[src/rtl/mem_access_stage.sv]
// MEM stage: turns word loads/stores from EX/MEM into a req/ack data-memory
// transaction, stalls upstream while it is in flight, and retires every
// non-bubble instruction through registered wb_* outputs.
module mem_access_stage #(
    parameter logic [4:0]  LOAD_OP  = 5'b01000,
    parameter logic [4:0]  STORE_OP = 5'b01001,
    parameter logic [4:0]  NOP_OP   = 5'b00000,
    parameter int unsigned TIMEOUT  = 16
) (
    input  logic        clk,
    input  logic        rst_n,
    input  logic [4:0]  OpCode,
    input  logic [31:0] AluResult,
    input  logic [31:0] RdOut,
    output logic        stall,
    output logic        mem_req,
    output logic        mem_we,
    output logic [31:0] mem_addr,
    output logic [31:0] mem_wdata,
    input  logic [31:0] mem_rdata,
    input  logic        mem_ack,
    output logic        wb_valid,
    output logic [4:0]  wb_opcode,
    output logic [31:0] wb_result,
    output logic        mem_err
);

    localparam int unsigned CW = $clog2(TIMEOUT + 1);
    // Last WAIT count at which a missing ack turns into a timeout.
    localparam logic [CW-1:0] CNT_LAST = CW'(TIMEOUT - 1);

    typedef enum logic [1:0] {
        ST_IDLE = 2'd0,
        ST_WAIT = 2'd1,
        ST_DONE = 2'd2
    } state_e;

    state_e        state_q, state_d;
    logic [4:0]    op_q, op_d;
    logic          mem_req_q, mem_req_d;
    logic          mem_we_q, mem_we_d;
    logic [31:0]   mem_addr_q, mem_addr_d;
    logic [31:0]   mem_wdata_q, mem_wdata_d;
    logic [CW-1:0] cnt_q, cnt_d;
    logic          wb_valid_q, wb_valid_d;
    logic [4:0]    wb_opcode_q, wb_opcode_d;
    logic [31:0]   wb_result_q, wb_result_d;
    logic          mem_err_q, mem_err_d;
    logic          is_mem_s;

    assign is_mem_s = (OpCode == LOAD_OP) || (OpCode == STORE_OP);

    // Upstream holds while a memory op is being accepted or is in flight.
    assign stall = (state_q == ST_WAIT) || ((state_q == ST_IDLE) && is_mem_s);

    assign mem_req   = mem_req_q;
    assign mem_we    = mem_we_q;
    assign mem_addr  = mem_addr_q;
    assign mem_wdata = mem_wdata_q;
    assign wb_valid  = wb_valid_q;
    assign wb_opcode = wb_opcode_q;
    assign wb_result = wb_result_q;
    assign mem_err   = mem_err_q;

    // Next-state, memory-port and retirement logic.
    always_comb begin
        state_d     = state_q;
        op_d        = op_q;
        mem_req_d   = mem_req_q;
        mem_we_d    = mem_we_q;
        mem_addr_d  = mem_addr_q;
        mem_wdata_d = mem_wdata_q;
        cnt_d       = cnt_q;
        wb_valid_d  = 1'b0;
        wb_opcode_d = wb_opcode_q;
        wb_result_d = wb_result_q;
        mem_err_d   = 1'b0;
        case (state_q)
            ST_IDLE: begin
                if (is_mem_s) begin
                    if (AluResult[1:0] != 2'b00) begin
                        // Misaligned: never touch memory, retire with an error.
                        state_d     = ST_DONE;
                        wb_valid_d  = 1'b1;
                        wb_opcode_d = OpCode;
                        wb_result_d = AluResult;
                        mem_err_d   = 1'b1;
                    end else begin
                        state_d     = ST_WAIT;
                        op_d        = OpCode;
                        mem_req_d   = 1'b1;
                        mem_we_d    = (OpCode == STORE_OP);
                        mem_addr_d  = {AluResult[31:2], 2'b00};
                        mem_wdata_d = RdOut;
                        cnt_d       = {CW{1'b0}};
                    end
                end else begin
                    // Plain ALU result passes straight through; bubbles do not retire.
                    wb_valid_d  = (OpCode != NOP_OP);
                    wb_opcode_d = OpCode;
                    wb_result_d = AluResult;
                end
            end
            ST_WAIT: begin
                if (mem_ack) begin
                    state_d     = ST_DONE;
                    mem_req_d   = 1'b0;
                    mem_we_d    = 1'b0;
                    wb_valid_d  = 1'b1;
                    wb_opcode_d = op_q;
                    wb_result_d = (op_q == LOAD_OP) ? mem_rdata : mem_addr_q;
                end else if (cnt_q == CNT_LAST) begin
                    // Give up on the memory: retire with a zero result and flag it.
                    state_d     = ST_DONE;
                    mem_req_d   = 1'b0;
                    mem_we_d    = 1'b0;
                    wb_valid_d  = 1'b1;
                    wb_opcode_d = op_q;
                    wb_result_d = 32'h0000_0000;
                    mem_err_d   = 1'b1;
                end else begin
                    cnt_d = cnt_q + CW'(1);
                end
            end
            ST_DONE: begin
                // Upstream advances at this edge; the stale input is ignored.
                state_d = ST_IDLE;
            end
            default: begin
                state_d   = ST_IDLE;
                mem_req_d = 1'b0;
                mem_we_d  = 1'b0;
            end
        endcase
    end

    // State and output registers; async reset abandons any outstanding request.
    always_ff @(posedge clk or negedge rst_n) begin
        if (!rst_n) begin
            state_q     <= ST_IDLE;
            op_q        <= 5'd0;
            mem_req_q   <= 1'b0;
            mem_we_q    <= 1'b0;
            mem_addr_q  <= 32'h0000_0000;
            mem_wdata_q <= 32'h0000_0000;
            cnt_q       <= {CW{1'b0}};
            wb_valid_q  <= 1'b0;
            wb_opcode_q <= 5'd0;
            wb_result_q <= 32'h0000_0000;
            mem_err_q   <= 1'b0;
        end else begin
            state_q     <= state_d;
            op_q        <= op_d;
            mem_req_q   <= mem_req_d;
            mem_we_q    <= mem_we_d;
            mem_addr_q  <= mem_addr_d;
            mem_wdata_q <= mem_wdata_d;
            cnt_q       <= cnt_d;
            wb_valid_q  <= wb_valid_d;
            wb_opcode_q <= wb_opcode_d;
            wb_result_q <= wb_result_d;
            mem_err_q   <= mem_err_d;
        end
    end

endmodule

[config.mk]
export PLATFORM = sky130hd
export DESIGN_NAME = mem_access_stage
export DESIGN_NICKNAME = d
export VERILOG_FILES = /design/src/rtl/mem_access_stage.sv
export SDC_FILE = /design/constraint.sdc
export NUM_CORES = 1
export LEC_CHECK = 0
export ABC_CLOCK_PERIOD_IN_PS = 2700
export BUFFER_PORTS_ARGS = -buffer_cell sky130_fd_sc_hd__buf_4
export CAP_MARGIN = 20
export CORE_MARGIN = 2
export CORE_UTILIZATION = 48
export DETAILED_ROUTE_END_ITERATION = 6
export GPL_ROUTABILITY_DRIVEN = 0
export PLACE_DENSITY = 0.8
export SLEW_MARGIN = 20
export SYNTH_ARGS = -nofsm -noshare
export SYNTH_HDL_FRONTEND = slang
export SYNTH_SLANG_ARGS = --single-unit
[constraint.sdc]
create_clock -name clk -period 2.7 [get_ports clk]
set_input_delay 0.27 -clock clk [delete_from_list [all_inputs] [get_ports clk]]
set_output_delay 0.27 -clock clk [all_outputs]
set_load 0.01 [all_outputs]
---- Word-level counts from Yosys, hierarchy flattened ----
Index checks and enable logic that the tools add are counted.
word-level totals
  register bits after elaboration ......... 115
  word-level logic and storage cells ...... 75
  bits of input ports ..................... 104
  output and inout bits ................... 106
operators by class
  $add $sub $neg .......................... 1
  muxes and demuxes ....................... 37
  bitwise logic cells ..................... 2
  reduce and logical (&&, ||, !) cells .... 12
  equality and inequality tests ........... 12
operators with widths
  kind                   count
  $mux W32               5
  $pmux W32 S2           1
  $mux W5                8
  $eq A5 B4 Y1 const B   4
  $pmux W5 S2            2
  $mux W1                12
  $mux W2                4
  $ne A2 B2 Y1 const B   4
  $ne A3 B2 Y1 const B   2
  $pmux W1 S3            2
  $reduce_and A3 Y1      2
  $add A5 B1 Y5 const B  1
  $reduce_and A5 Y1      1
  $reduce_bool A5 Y1     1
  $pmux W1 S2            2
  $pmux W2 S2            1
  $reduce_and A4 Y1      1
  $reduce_bool A2 Y1     2
  $eq A2 B1 Y1 const B   1
  $eq A2 B2 Y1 const B   1
  $logic_not A2 Y1       1
  $logic_or A1 B1 Y1     2
  $not A1 Y1             2
  $reduce_and A2 Y1      1
  $logic_and A1 B1 Y1    1

---- Logic depth before layout (Yosys ltp) ----
Gate-level depths: netlist of the first run.
  depth after elaboration ................. 4
  mapped depth ............................ 8
  gate-level depth less buffers ........... 7

---- Worst setup path before layout of the first run ----
No wires, ideal clock.
  path type ............................... flip-flop to flip-flop
  start point ............................. reg cnt_q[0]
  end point ............................... reg wb_result_q[23], in the netlist wb_result[23]
  required time ........................... 2610 ps
  clock period less this slack ............ 2010 ps
  stages on the path, launching flop included .. 9
  slack ................................... 690 ps
  buffers on the path ..................... 1
  arrival ................................. 1919 ps
  cell sequence ........................... dfrtp_1 ha_1 and3_1 ha_1 or3b_2 o211ai_4 buf_8 nand2_1 o221ai_1
between the ends
  cells in the longest elaborated chain, start to end .. 3
ends and longest elaborated chain
  element                      line  source
  start: declaration           44    logic [CW-1:0] cnt_q, cnt_d;
  start signal: assignment     146   cnt_q <= {CW{1'b0}};
  start signal: assignment     158   cnt_q <= cnt_d;
  $eq A5 B4 Y1                 112   end else if (cnt_q == CNT_LAST) begin
  $ne A3 B2 Y1 (no line)       -
  $reduce_and A3 Y1 (no line)  -
  end signal: assignment       161   wb_result_q <= wb_result_d;
  end: declaration             47    logic [31:0] wb_result_q, wb_result_d;
Every way passes these cells.
A chain may end at the register's enable or synchronous reset.

---- Worst setup path in the final report of the first run ----
  start point ............................. reg cnt_q[0]
  end point ............................... reg wb_result_q[8], in the netlist wb_result[8]
Same word-level chain as after synthesis.

==> qor.csv, run 1 <==
stage,metric,value,unit
placement,portBuffers,207,
clock_tree,cts_tree,done,
yosys,seq_area_frac_synth,57.4,%
power_and_ir_drop,switching_share,27.6,%
layout,antenna_cells,0,
layout,fill_cells,729,
timing,period_share,88.3,%
timing,relSlewSlack,50.8,%
yosys,synth_warnings,0,
job,cap_viol_max_count,0,
clock_tree,clock-root-buffer,clkbuf_8,
clock_tree,clock-sinks,115,
yosys,yosysTopAreaCellShare,57.4,%
critical_path,cp_data_arrival_time,2790,ps
power_and_ir_drop,p_sw,0.00149,W
hold_path,hold_path_depth,3,
yosys,synth_ff_type,dfrtp_1,
layout,synthToLayoutAreaGrowth,50.3,%
timing,slew_violations,0,
timing,rsz0062_at_grt,false,
yosys,syn_inst,508,
clock_tree,clk_latency,500,ps
floorplanning,fp.dieW,106,um
global_routing,first_global_vias,4754,
timing,whs,24.3,ps
global_routing,grt_remaining_overflow,0,
global_routing,grt_pass1_wl,23.3,mm
clock_tree,cts.clk_slew.worst_paths,50,ps
timing,max_freq,419,MHz
critical_path,r2r_cells,8,
floorplanning,die_h,106,um
timing,tns,0,ps
timing,hold_viol,0,
floorplanning,core,10200,sq um
layout,fin_nets,851,
floorplanning,num_rows,37,
critical_path,start_kind,flop,
drt,routed_wl,14.3,mm
clock_tree,clockBufferDepth,2,
critical_path,reg2reg_slack,320,ps
hold_path,hold_start,OpCode[0],
power_and_ir_drop,combPwrFrac,23.1,%
global_routing,antenna_found_initial,0,
hold_path,hold_end,op_q[0]$_DFFE_PN0P_,
drt,viasPerCell,5.14,
clock_tree,cts_setup_buffers,0,
yosys,synthArstFlopShare,100,%
global_routing,grt_max_degree,60,
yosys,syn_area_per_cell,9.88,sq um
yosys,netlist_area,5020,sq um
status,outcome,"finished, final reports clean",
drt,drtIter0Drc,214,
yosys,yosysTopAreaCell,dfrtp_1,
yosys,synth_area_leaders,"dfrtp_1 (57%), nand2_1 (13%), mux2i_1 (7.0%), o221ai_1 (5.2%), o21ai_0 (3.3%)",
power_and_ir_drop,ir_drop,461,uV
power_and_ir_drop,p_seq_share,40.3,%
drt,vias,4582,
power_and_ir_drop,p_total,0.00540,W
timing,clock_skew,7.85,ps
floorplanning,floorplan.initialDensity,49.0,%
critical_path,r2r_end,wb_result[8]$_DFFE_PN0P_,
critical_path,crit_fanout,23,
power_and_ir_drop,power.density,716,nW/um^2
clock_tree,htreeDepth,4,
floorplanning,io_pins,210,
critical_path,critPathKind,reg2reg,
timing,setup_viol,0,
yosys,synth.distinct_cells,37,
yosys,ys_seq_elements,115,
critical_path,worstReg2RegStart,cnt_q[0]$_DFFE_PN0P_,
yosys,synth_edf_count,0,
clock_tree,cts_buffers,17,
power_and_ir_drop,p_clk_share,36.6,%
hold_path,hold_path.class,in2reg,
drt,drt_pass1_iterations,5,
power_and_ir_drop,intPower,0.00391,W
timing,min_period,2380,ps
layout,stdcell_count,892,
timing,tightest_slew,738,ps
drt,antenna_left,0,
critical_path,cp-end-kind,flop,
placement,dpl.cell_count,829,
critical_path,critPathRequiredTime,3110,ps
clock_tree,cts_resized,0,
placement,dp_hpwl,9.64,mm
layout,drive_gt1_share,34.3,%
drt,drc_errors,0,
global_routing,grt.total_usage,26.3,%
floorplanning,die_area,11300,sq um
drt,wl_per_cell,16.1,um
power_and_ir_drop,total_leakage_power,3.94,nW
==> sequential cells by signal, summed over array words and instances, names as in the netlist <==
signal,count
mem_wdata,32
mem_err,1
mem_we,1
wb_result,32
wb_opcode,5
op_q,5
mem_req,1
state_q,2
wb_valid,1
mem_addr,30
cnt_q,5
==> worst max path at each step <==
stage	from	end	cells after the start
3_3_place_gp	cnt_q[0]$_DFFE_PN0P_	wb_result[9]$_DFFE_PN0P_	8
4_1_cts	cnt_q[0]$_DFFE_PN0P_	wb_result[8]$_DFFE_PN0P_	8
2_1_floorplan	cnt_q[0]$_DFFE_PN0P_	wb_result[23]$_DFFE_PN0P_	8
6_report	cnt_q[0]$_DFFE_PN0P_	wb_result[8]$_DFFE_PN0P_	8
5_1_grt	cnt_q[0]$_DFFE_PN0P_	wb_result[2]$_DFFE_PN0P_	8
3_5_place_dp	cnt_q[0]$_DFFE_PN0P_	wb_result[9]$_DFFE_PN0P_	8
==> stage by stage <==
stage / utilization (%) / cell area (sq um) / setup WS, ps
6_report: 73.7 / 7540 / 316
5_1_grt: 73.7 / 7540 / 172
4_1_cts: 73.7 / 7540 / 312
3_5_place_dp: 65.3 / 6690 / 337
3_3_place_gp: 65.3 / 6690 / 420
2_1_floorplan: - / 5020 / 690
==> power groups by stage <==
stage               Sequential [W]  Clock, W  Combinational, W
CTS                        0.00217   0.00201           0.00124
global placement           0.00218         0           0.00117
finish                     0.00218   0.00198           0.00125
detailed placement         0.00220         0           0.00120
global route               0.00221   0.00210           0.00136
floorplan                  0.00228         0          0.000441
==> area by class of cell <==
class,count,area [sq um],area share (%)
Sequential cell,115,2880,38.2
Timing Repair Buffer,251,1990,26.4
Multi-Input combinational cell,328,1860,24.6
Tap cell,136,170,2.26
Clock buffer,24,470,6.24
Inverter,32,120,1.59
Clock inverter,6,55.1,0.730
==> what timing repair did <==
item | 4_1_cts | 5_1_grt
endpoints found under the setup margin | 0 | 0
endpoints found under the hold margin | 88 | 0
hold buffers | 33 | 0
==> worst max-delay path: stages, from the launching register on <==
cell	delay (ps)
dfrtp_1	400
ha_1	220
and3_1	180
ha_1	230
or3b_2	510
o211ai_4	330
buf_12	250
nand2_1	80
o221ai_1	70
==> logic make-up (layout without fill, tap and decap cells) <==
group                      count (synthesis)  count (layout)  synth area share [%]
other                                      1               2                0.0747
adders and majority gates                  2               2                 0.499
buffers and inverters                     66             313                  5.99
and+or+nand+nor                          210             210                  17.7
AOI/OAI and AO/OA                         77              77                  11.1
DFF                                      115             115                  57.4
muxes                                     35              35                  6.98
xor gates and xnor gates                   2               2                 0.349
==> metal layers <==
metal | global-route usage (%) | wire [um] | part of all wire [%] | up-vias
li1 | - | - | - | 2159
met1 | 31.2 | 5800 | 40 | 2185
met2 | 44.6 | 7040 | 49 | 207
met3 | 8.34 | 1150 | 8.0 | 31
met4 | 10.4 | 356 | 2.5 | 0
met5 | 0 | 0 | 0 | -
==> cell usage in the layout, fill, tap and decap left out, drive strengths merged, types with 2 or more instances in the layout <==
cell / netlist / layout
o221ai: 30 / 30
clkinv: 0 / 5
and2: 4 / 4
inv: 32 / 32
mux2i: 35 / 35
nand3: 5 / 5
dlygate4sd3: 0 / 33
conb: 1 / 2
and3: 2 / 2
dfrtp: 115 / 115
nand2b: 3 / 3
nor2: 8 / 8
clkbuf: 21 / 24
o21ai: 40 / 40
nand2: 176 / 176
buf: 13 / 218
ha: 2 / 2
nor4b: 2 / 2
a32oi: 2 / 2
xor2: 2 / 2
or3: 3 / 3
==> synthesized netlist by cell type, drive strengths merged, types with 3 or more instances <==
cell	number
nand2	176
nor2	8
nand2b	3
inv	32
nand3	5
mux2i	35
dfrtp	115
and2	4
clkbuf	21
buf	13
o221ai	30
or3	3
o21ai	40
(Power assumes the default switching activity.)
==> run 2: changes to the inputs <==
--- a/config.mk
+++ b/config.mk
@@ -10,8 +10,9 @@
 export CAP_MARGIN = 20
 export CORE_MARGIN = 2
-export CORE_UTILIZATION = 48
+export CORE_UTILIZATION = 50
+export CTS_BUF_LIST = sky130_fd_sc_hd__clkbuf_8
 export DETAILED_ROUTE_END_ITERATION = 6
 export GPL_ROUTABILITY_DRIVEN = 0
-export PLACE_DENSITY = 0.8
+export PLACE_DENSITY = 0.83
 export SLEW_MARGIN = 20
 export SYNTH_ARGS = -nofsm -noshare
==> constraint.sdc (replaced) <==
create_clock -name clk -period 2.7 [get_ports clk]
set_input_delay 0.405 -clock clk [delete_from_list [all_inputs] [get_ports clk]]
set_output_delay 0.405 -clock clk [all_outputs]
set_load 0.01 [all_outputs]
==> qor.csv, run 2 (synthesis gave the netlist of run 1 again) <==
stage,metric,value,unit
status,outcome,"finished, final reports clean",
timing,setup_viol,0,
critical_path,critPathRequiredTime,3010,ps
critical_path,path_cells,ha_1 > and3_1 > ha_1 > or3b_2 > o211ai_4 > buf_4 > nand2_1 > o221ai_1,
timing,clock_skew,15.2,ps
timing,setup_slack,419,ps
critical_path,crit_family,simple AND/OR/NAND/NOR gates,
timing,max_freq,438,MHz
drt,vias,4394,
critical_path,cp-end-kind,flop,
layout,antenna_cells,0,
drt,viasPerCell,5.11,
timing,hold_viol,0,
critical_path,crit_path_frequent_cell,ha_1,
layout,mostFrequentLayoutCells,"buf_4 (217), nand2_1 (176), dfrtp_1 (115)",
drt,drtIter0Drc,224,
critical_path,critPathKind,reg2reg,
timing,whs,181,ps
drt,wl_per_cell,15.2,um
floorplanning,fp.dieW,104,um
global_routing,first_global_vias,4415,
global_routing,antenna_found_initial,0,
drt,antenna_left,0,
power_and_ir_drop,total_leakage_power,3.72,nW
critical_path,start_kind,flop,
global_routing,grt.total_usage,24.7,%
clock_tree,cts_buffers,17,
layout,synthToLayoutAreaGrowth,40.9,%
timing,relSlewSlack,54.8,%
power_and_ir_drop,ir_drop,495,uV
timing,min_period,2280,ps
timing,slew_violations,0,
layout,final_common_cell,buf_4,
clock_tree,clock-root-buffer,clkbuf_8,
clock_tree,clk_latency,410,ps
clock_tree,cts_tree,done,
global_routing,grt_remaining_overflow,0,
floorplanning,floorplan.initialDensity,51.3,%
drt,drt_pass1_iterations,4,
clock_tree,htreeDepth,4,
floorplanning,die_area,10900,sq um
power_and_ir_drop,power.density,683,nW/um^2
clock_tree,cts.clk_slew.worst_paths,70,ps
timing,period_share,84.5,%
layout,fin_nets,820,
critical_path,crit_fanout,27,
layout,drive_gt1_share,36.6,%
floorplanning,num_rows,36,
drt,routed_wl,13.1,mm
layout,utilization,72.4,%
timing,tightest_slew,678,ps
placement,portBuffers,207,
clock_tree,clockBufferDepth,2,
critical_path,cpMaxStageDelayCell,or3b_2,
placement,dp_slack,440,ps
global_routing,grt_pass1_wl,21.6,mm
floorplanning,io_pins,210,
drt,drc_errors,0,
floorplanning,core,9770,sq um
critical_path,cp_data_arrival_time,2590,ps
critical_path,slowest_delay,510,ps
critical_path,crit_buf_inv,1,
placement,dp_hpwl,9.62,mm
hold_path,hold_path.class,in2reg,
clock_tree,clock-sinks,115,
job,cap_viol_max_count,0,
global_routing,grt_max_degree,76,
timing,rsz0062_at_grt,false,
timing,tns,0,ps
floorplanning,die_h,104,um
[run 2: cell types whose count changed in the layout (fill, tap and decap cells not counted), sizes merged, moves of 4 or more]
| cell | previous run | this run |
|---|---|---|
| clkinv | 5 | 1 |
| clkinvlp | 0 | 6 |
| clkbuf | 24 | 20 |
| inv | 32 | 37 |
| dlygate4sd3 | 33 | 1 |
[run 2: final timing paths]
path                                           start                        end  slack [ps]  cells past startpoint
max                             cnt_q[0]$_DFFE_PN0P_  wb_result[12]$_DFFE_PN0P_         420                      8
min                                        RdOut[12]  mem_wdata[12]$_DFFE_PN0P_         180                      3
max reg2reg                     cnt_q[0]$_DFFE_PN0P_  wb_result[12]$_DFFE_PN0P_         420                      8
min reg2reg                mem_wdata[24]$_DFFE_PN0P_  mem_wdata[24]$_DFFE_PN0P_         480                      2
max in group asynchronous                      rst_n   mem_wdata[4]$_DFFE_PN0P_        1510                      3
min in group asynchronous                      rst_n   mem_addr[20]$_DFFE_PN0P_         500                      2
[run 2: final cells by class]
| cell class | count | area [sq um] |
|---|---|---|
| clock inverters | 12 | 97.6 |
| flip-flops and latches | 115 | 2880 |
| repair buffers | 220 | 1680 |
| well taps | 133 | 166 |
| clock buffers | 20 | 275 |
| fillers | 691 | 2700 |
| multi-input cells | 328 | 1860 |
| inverters | 32 | 120 |
[run 2: where the power goes]
group	internal (W)	leakage (nW)	switching [W]
clock	0.000724	0.171	0.000740
combinational	0.000620	2.09	0.000576
sequential	0.00198	1.46	0.000187
[run 2: worst register-to-register path, cell delays in order, from the launching register on]
cell and delay [ps]:
dfrtp_1 410, ha_1 220, and3_1 180, ha_1 250
or3b_2 510, o211ai_4 110, buf_4 320, nand2_1 110
o221ai_1 80
[run 2: through the flow]
stage | area (sq um) | instances | power [W]
floorplan | 5020 | 509 | 0.00272
global placement | 6690 | 827 | 0.00336
detailed placement | 6690 | 827 | 0.00341
CTS | 7070 | 860 | 0.00488
global route | 7070 | 860 | 0.00508
finish | 7070 | 860 | 0.00483
[run 2: repair_timing]
item | 4_1_cts | 5_1_grt
resized for setup | 0 | 0
setup buffers | 0 | 0
endpoints found under the hold margin | 37 | 0
hold buffers | 1 | 0
[run 2: metal layers]
layer,routed length [um],track usage [%]
met3,1130,7.21
met2,6260,39.8
met4,171,8.69
met5,0,0
met1,5530,31.9
